File: src/rtl/pb_code_lock_pkg.sv
// Shared types and constants for the push-button code lock.
package pb_code_lock_pkg;

    typedef enum logic [1:0] {
        IDLE,
        ENTRY,
        OPEN,
        LOCKOUT
    } lock_state_e;

    localparam int          MAX_CODE_LEN = 7;
    localparam int          CODE_W       = 4 * MAX_CODE_LEN;
    localparam logic [15:0] DEFAULT_CODE = 16'h8241;
    localparam int          TMR_W        = 8;

    // Selects the expected one-hot button vector for step idx of the code.
    function automatic logic [3:0] code_step(input logic [CODE_W-1:0] code,
                                             input logic [2:0]        idx);
        logic [3:0] step;
        step = 4'b0000;
        for (int i = 0; i < MAX_CODE_LEN; i++) begin
            if (idx == 3'(i)) begin
                step = code[4*i +: 4];
            end
        end
        return step;
    endfunction

endpackage

File: src/rtl/pb_code_lock_debounce.sv
// Two-flop synchroniser plus stability counter for the 4 raw buttons.
// db follows the synchronised vector once it has been seen unchanged for
// DEB_N samples; press_evt strobes when db leaves the all-released state.
module pb_debounce #(
    parameter int DEB_N = 3
) (
    input  logic       o_clk,
    input  logic       rst,
    input  logic [3:0] pb,
    output logic [3:0] db,
    output logic       press_evt
);

    logic [3:0] sync1_q, sync1_d;
    logic [3:0] sync2_q, sync2_d;
    logic [3:0] last_q, last_d;
    logic [3:0] cnt_q, cnt_d;
    logic [3:0] db_q, db_d;
    logic       evt_q, evt_d;

    // Next-state: restart the stability count on any change, accept when stable.
    always_comb begin
        sync1_d = pb;
        sync2_d = sync1_q;
        last_d  = sync2_q;
        cnt_d   = cnt_q;
        db_d    = db_q;
        if (sync2_q != last_q) begin
            cnt_d = 4'd1;
        end else if (cnt_q != 4'hF) begin
            cnt_d = cnt_q + 4'd1;
        end
        if (cnt_d >= 4'(DEB_N)) begin
            db_d = sync2_q;
        end
        evt_d = (db_q == 4'b0000) && (db_d != 4'b0000);
    end

    // Register bank for synchroniser, counter, debounced vector and strobe.
    always_ff @(posedge o_clk or posedge rst) begin
        if (rst) begin
            sync1_q <= 4'b0000;
            sync2_q <= 4'b0000;
            last_q  <= 4'b0000;
            cnt_q   <= 4'd0;
            db_q    <= 4'b0000;
            evt_q   <= 1'b0;
        end else begin
            sync1_q <= sync1_d;
            sync2_q <= sync2_d;
            last_q  <= last_d;
            cnt_q   <= cnt_d;
            db_q    <= db_d;
            evt_q   <= evt_d;
        end
    end

    assign db        = db_q;
    assign press_evt = evt_q;

endmodule

File: src/rtl/pb_code_lock.sv
// Code lock: compares debounced button presses against a stored code and
// reports unlock, a fail pulse, lockout and entry progress.
module pb_code_lock
    import pb_code_lock_pkg::*;
#(
    parameter int                CODE_LEN = 4,
    parameter logic [CODE_W-1:0] CODE     = CODE_W'(DEFAULT_CODE),
    parameter int                DEB_N    = 3,
    parameter int                TIMEOUT  = 16,
    parameter int                LOCK_CYC = 8
) (
    input  logic       o_clk,
    input  logic       rst,
    input  logic [3:0] pb,
    input  logic       arm,
    output logic       unlock,
    output logic       fail,
    output logic       locked_out,
    output logic [2:0] entry_idx,
    output logic [3:0] press_val,
    output logic [2:0] fail_cnt
);

    localparam logic [2:0]       LAST_IDX     = 3'(CODE_LEN - 1);
    localparam logic [TMR_W-1:0] TIMEOUT_LAST = TMR_W'(TIMEOUT - 1);
    localparam logic [TMR_W-1:0] LOCK_LAST    = TMR_W'(LOCK_CYC - 1);

    logic [3:0]       db;
    logic             press_evt;
    logic             press_err;

    lock_state_e      state_q, state_d;
    logic [2:0]       entry_idx_q, entry_idx_d;
    logic             err_q, err_d;
    logic [TMR_W-1:0] tmr_q, tmr_d;
    logic             fail_q, fail_d;
    logic [2:0]       fail_cnt_q, fail_cnt_d;
    logic [3:0]       press_val_q, press_val_d;

    pb_debounce #(
        .DEB_N(DEB_N)
    ) u_debounce (
        .o_clk    (o_clk),
        .rst      (rst),
        .pb       (pb),
        .db       (db),
        .press_evt(press_evt)
    );

    // Next-state logic: arm loss dominates, then presses, then timers.
    always_comb begin
        state_d     = state_q;
        entry_idx_d = entry_idx_q;
        err_d       = err_q;
        tmr_d       = tmr_q;
        fail_d      = 1'b0;
        fail_cnt_d  = fail_cnt_q;
        press_val_d = press_val_q;
        press_err   = (db != code_step(CODE, entry_idx_q));

        if (press_evt) begin
            press_val_d = db;
        end

        case (state_q)
            IDLE: begin
                entry_idx_d = 3'd0;
                err_d       = 1'b0;
                tmr_d       = '0;
                if (arm) begin
                    state_d = ENTRY;
                end
            end
            ENTRY: begin
                if (!arm) begin
                    state_d     = IDLE;
                    entry_idx_d = 3'd0;
                    err_d       = 1'b0;
                    tmr_d       = '0;
                end else if (press_evt) begin
                    tmr_d = '0;
                    if (entry_idx_q == LAST_IDX) begin
                        entry_idx_d = 3'd0;
                        err_d       = 1'b0;
                        if (err_q || press_err) begin
                            state_d = LOCKOUT;
                            fail_d  = 1'b1;
                            if (fail_cnt_q != 3'd7) begin
                                fail_cnt_d = fail_cnt_q + 3'd1;
                            end
                        end else begin
                            state_d    = OPEN;
                            fail_cnt_d = 3'd0;
                        end
                    end else begin
                        entry_idx_d = entry_idx_q + 3'd1;
                        err_d       = err_q | press_err;
                    end
                end else if (entry_idx_q != 3'd0) begin
                    if (tmr_q == TIMEOUT_LAST) begin
                        entry_idx_d = 3'd0;
                        err_d       = 1'b0;
                        tmr_d       = '0;
                    end else begin
                        tmr_d = tmr_q + 1'b1;
                    end
                end else begin
                    tmr_d = '0;
                end
            end
            OPEN: begin
                tmr_d = '0;
                if (!arm) begin
                    state_d = IDLE;
                end
            end
            LOCKOUT: begin
                if (!arm) begin
                    state_d = IDLE;
                    tmr_d   = '0;
                end else if (tmr_q == LOCK_LAST) begin
                    state_d = ENTRY;
                    tmr_d   = '0;
                end else begin
                    tmr_d = tmr_q + 1'b1;
                end
            end
            default: begin
                state_d = IDLE;
            end
        endcase
    end

    // State and datapath registers.
    always_ff @(posedge o_clk or posedge rst) begin
        if (rst) begin
            state_q     <= IDLE;
            entry_idx_q <= 3'd0;
            err_q       <= 1'b0;
            tmr_q       <= '0;
            fail_q      <= 1'b0;
            fail_cnt_q  <= 3'd0;
            press_val_q <= 4'b0000;
        end else begin
            state_q     <= state_d;
            entry_idx_q <= entry_idx_d;
            err_q       <= err_d;
            tmr_q       <= tmr_d;
            fail_q      <= fail_d;
            fail_cnt_q  <= fail_cnt_d;
            press_val_q <= press_val_d;
        end
    end

    assign unlock     = (state_q == OPEN);
    assign locked_out = (state_q == LOCKOUT);
    assign fail       = fail_q;
    assign entry_idx  = entry_idx_q;
    assign press_val  = press_val_q;
    assign fail_cnt   = fail_cnt_q;

endmodule

File: config.mk
export PLATFORM = sky130hd
export DESIGN_NAME = pb_code_lock
export DESIGN_NICKNAME = d
export VERILOG_FILES = /design/src/rtl/pb_code_lock_pkg.sv /design/src/rtl/pb_code_lock_debounce.sv /design/src/rtl/pb_code_lock.sv
export SDC_FILE = /design/constraint.sdc
export NUM_CORES = 1
export LEC_CHECK = 0
export ABC_AREA = 1
export BUFFER_PORTS_ARGS = -buffer_cell sky130_fd_sc_hd__buf_2
export CORE_MARGIN = 4
export CORE_UTILIZATION = 60
export DETAILED_ROUTE_END_ITERATION = 8
export GPL_ROUTABILITY_DRIVEN = 0
export MAX_ROUTING_LAYER = met4
export PLACE_DENSITY = 0.88
export REMOVE_ABC_BUFFERS = 1
export SLEW_MARGIN = 20
export SYNTH_ARGS = -nofsm -noshare
export SYNTH_HDL_FRONTEND = slang
export SYNTH_SLANG_ARGS = --single-unit
File: constraint.sdc
create_clock -name o_clk -period 2.8 [get_ports o_clk]
set_input_delay 0.42 -clock o_clk [delete_from_list [all_inputs] [get_ports o_clk]]
set_output_delay 0.42 -clock o_clk [all_outputs]
set_load 0.02 [all_outputs]
==> flow_summary.json <==
{
  "path_buf_inv": 2,
  "syn_to_final_growth_pct": 9.84,
  "n_antenna_cell": 0,
  "worst-path-max-fanout": 4,
  "syn_inst": 250,
  "synth-compound-area-share": 0.0660,
  "drcViolationCount": 0,
  "routed_via_density": 5.14,
  "worst_ir_drop_vdd_mv": 0.382,
  "grt_pass1_wl_um": 6870,
  "dr.pass1.iters": 6,
  "fin_skew_ps": 10.5,
  "yosysTopAreaCell": "dfrtp_1",
  "synthSimpleGateAreaFrac": 0.274,
  "die_area_mm2": 0.00456,
  "track_usage": 0.210,
  "power_density_mw_per_mm2": 632,
  "hold_class": "in -> async",
  "yosys.area.top_type_share": 0.506,
  "whs_ps": 25.7,
  "routed_wl_um": 3840,
  "cp.required_ps": 3100,
  "holdBufCountCts": 0,
  "timing.setup.tns_ps": 0,
  "grt_pass1_vias": 1630,
  "grt_busiest_layer": "met2",
  "cts_made_buffers": 5,
  "layout_min_cycle_time_ps": 1780,
  "seqPwrFrac": 0.522,
  "worstPathArrival_ps": 2080,
  "synth_xor_area_frac": 0.0247,
  "leakage_nw": 1.24,
  "dr_total_vias": 1660,
  "final_util": 0.688,
  "initial_core_util": 0.627,
  "synth.area.top_cells": "dfrtp_1 (51%), nand2_1 (10%), inv_1 (6.7%)",
  "drt_iter0_markers": 132,
  "die_x_um": 67.5,
  "switching_share": 0.362,
  "clkPwrFrac": 0.198,
  "pwr-share-comb": 0.280,
  "crit_top_cell": "nand2_1",
  "rsz0062_at_grt": "false",
  "start_kind": "flip-flop",
  "dp_hpwl_um": 2860,
  "p_sw_mw": 0.534,
  "period_share": 0.637,
  "n_fill_cell": 252,
  "seq_area_frac_synth": 0.506,
  "gr-usage-met1": 0.246,
  "slew_headroom": 0.669,
  "htreeDepth": 2,
  "synth_area_mm2": 0.00212,
  "antenna_found_initial": 0,
  "rows": 21,
  "io_buffers": 19,
  "path_clk_slew_ps": 130,
  "nets": 291,
  "cts_sinks": 43,
  "maxSlewViolCount": 0,
  "hold_violations": 0,
  "grt.overflow.total": 0,
  "ios": 20,
  "ys_ff_latch": 43,
  "clk_latency_ps": 360,
  "antenna_left": 0,
  "post_cts_buffers": 0,
  "dpl_worst_slack_ps": 1050,
  "intPower_mw": 0.940,
  "ys_types": 27,
  "met2_usage": 0.345,
  "worstSetupEndpointType": "flip-flop",
  "root_buffer": "clkbuf_4",
  "synth_top_family_by_area": "simple AND/OR/NAND/NOR gates",
  "post_cts_resize_count": 0,
  "crit_type": "reg -> reg",
  "met3_usage": 0.0582,
  "layout_setup_ws_ps": 1020,
  "drive_above_1_share": 0.173,
  "wl_per_cell_um": 11.9,
  "syn_avg_cell_area_um2": 8.50,
  "maxCapViolations": 0,
  "cp_slowest_stage_delay_ps": 430,
  "setup_viol": 0,
  "grt_max_degree": 34,
  "core_area_mm2": 0.00339,
  "path_delay_family": "simple AND/OR/NAND/NOR gates",
  "critPathSlowestCell": "dfrtp_1",
  "clockBufferDepth": 2,
  "yosysWarnings": 0,
  "worst_slew_pin_slew_ps": 497,
  "power_mw": 1.47,
  "synth_fa_ha_area_frac": 0.0471,
  "cts_tree": "yes",
  "max_freq_ghz": 0.561,
  "fp.dieH_um": 67.5,
  "status": "finished clean",
  "yosys-mux-area-fraction": 0,
  "path_cells": "inv_1 -> ha_1 -> inv_1 -> nor2_2 -> nand4_1 -> xor2_1 -> nand3_2 -> nand2_1 -> nor2_1 -> nand2_1 -> nand2_1"
}
cell families after synthesis:
kind of cell / Yosys count
compound gates: 24
xor+xnor: 6
fa+ha+maj: 8
buf+inv: 46
flops: 43
simple gates: 123
worst reg2reg max path, stage by stage (launching register included):
cell	delay, ps
dfrtp_1	430
inv_1	130
ha_1	160
inv_1	40
nor2_2	170
nand4_1	120
xor2_1	170
nand3_2	110
nand2_1	70
nor2_1	180
nand2_1	80
nand2_1	60
path summary, 6_finish.rpt:
path | startpoint | to | cells after the start | slack [ps]
setup reg to reg | entry_idx[0] | fail_cnt[0] | 11 | 1020
min in group o_clk | pb[0] | u_debounce.sync1_q[0] | 1 | 160
setup / recovery | entry_idx[0] | fail_cnt[0] | 11 | 1020
hold reg to reg | u_debounce.sync1_q[1] | u_debounce.last_d[1] | 0 | 350
max in group asynchronous | rst | tmr_q[2] | 3 | 2010
hold / removal | rst | u_debounce.last_d[1] | 2 | 30
Yosys cell counts (all sizes together):
cell / instances
xnor2: 1
nand3: 17
clkbuf: 1
ha: 8
nor2: 32
xor2: 5
inv: 45
nand4: 6
o22ai: 2
nor3: 2
nor3b: 2
nand2: 61
a31oi: 2
nor4: 3
o221ai: 1
a21oi: 13
o21ai: 6
dfrtp: 43
registers in the layout (all words and copies together), names as in the netlist:
register,count
u_debounce.sync1_q,4
fail,1
state_q,2
tmr_q,8
err_q,1
fail_cnt,3
u_debounce.press_evt,1
press_val,4
entry_idx,3
u_debounce.last_q,4
u_debounce.cnt_q,4
u_debounce.last_d,4
u_debounce.db,4
stage by stage:
stage | std cells | instance area [um^2]
global placement | 315 | 2280
CTS | 323 | 2330
finish | 323 | 2330
global route | 323 | 2330
detailed placement | 315 | 2280
floorplan | 249 | 2120
layout by cell type (no fill, tap or decap), types with 7 or more instances in the layout:
cell type,instances
ha_1,8
buf_2,19
nand3_1,14
inv_2,7
dfrtp_1,43
nor2_1,28
nand2_1,58
a21oi_1,13
inv_1,38
power by group through the flow:
stage / sequential [mW] / combinational, mW / clock (mW)
after floorplan: 0.815 / 0.272 / 0
after global placement: 0.778 / 0.404 / 0
after detailed placement: 0.783 / 0.412 / 0
after CTS: 0.770 / 0.415 / 0.305
after global routing: 0.783 / 0.475 / 0.330
final: 0.769 / 0.413 / 0.291
layout make-up:
type / count / area [um^2] / share of cell area
Inverter: 45 / 169 / 0.0724
Clock inverter: 3 / 15.0 / 0.00643
Tap cell: 46 / 57.6 / 0.0247
Timing Repair Buffer: 20 / 103 / 0.0440
Sequential cell: 43 / 1080 / 0.461
Multi-Input combinational cell: 161 / 876 / 0.375
Clock buffer: 5 / 37.5 / 0.0161
per-layer routing:
metal	wire (um)	vias up
met4	68	0
met3	164	9
met1	1740	767
met5	0	-
met2	1860	40
li1	-	844
No activity file was read; power rests on OpenSTA's default activity.
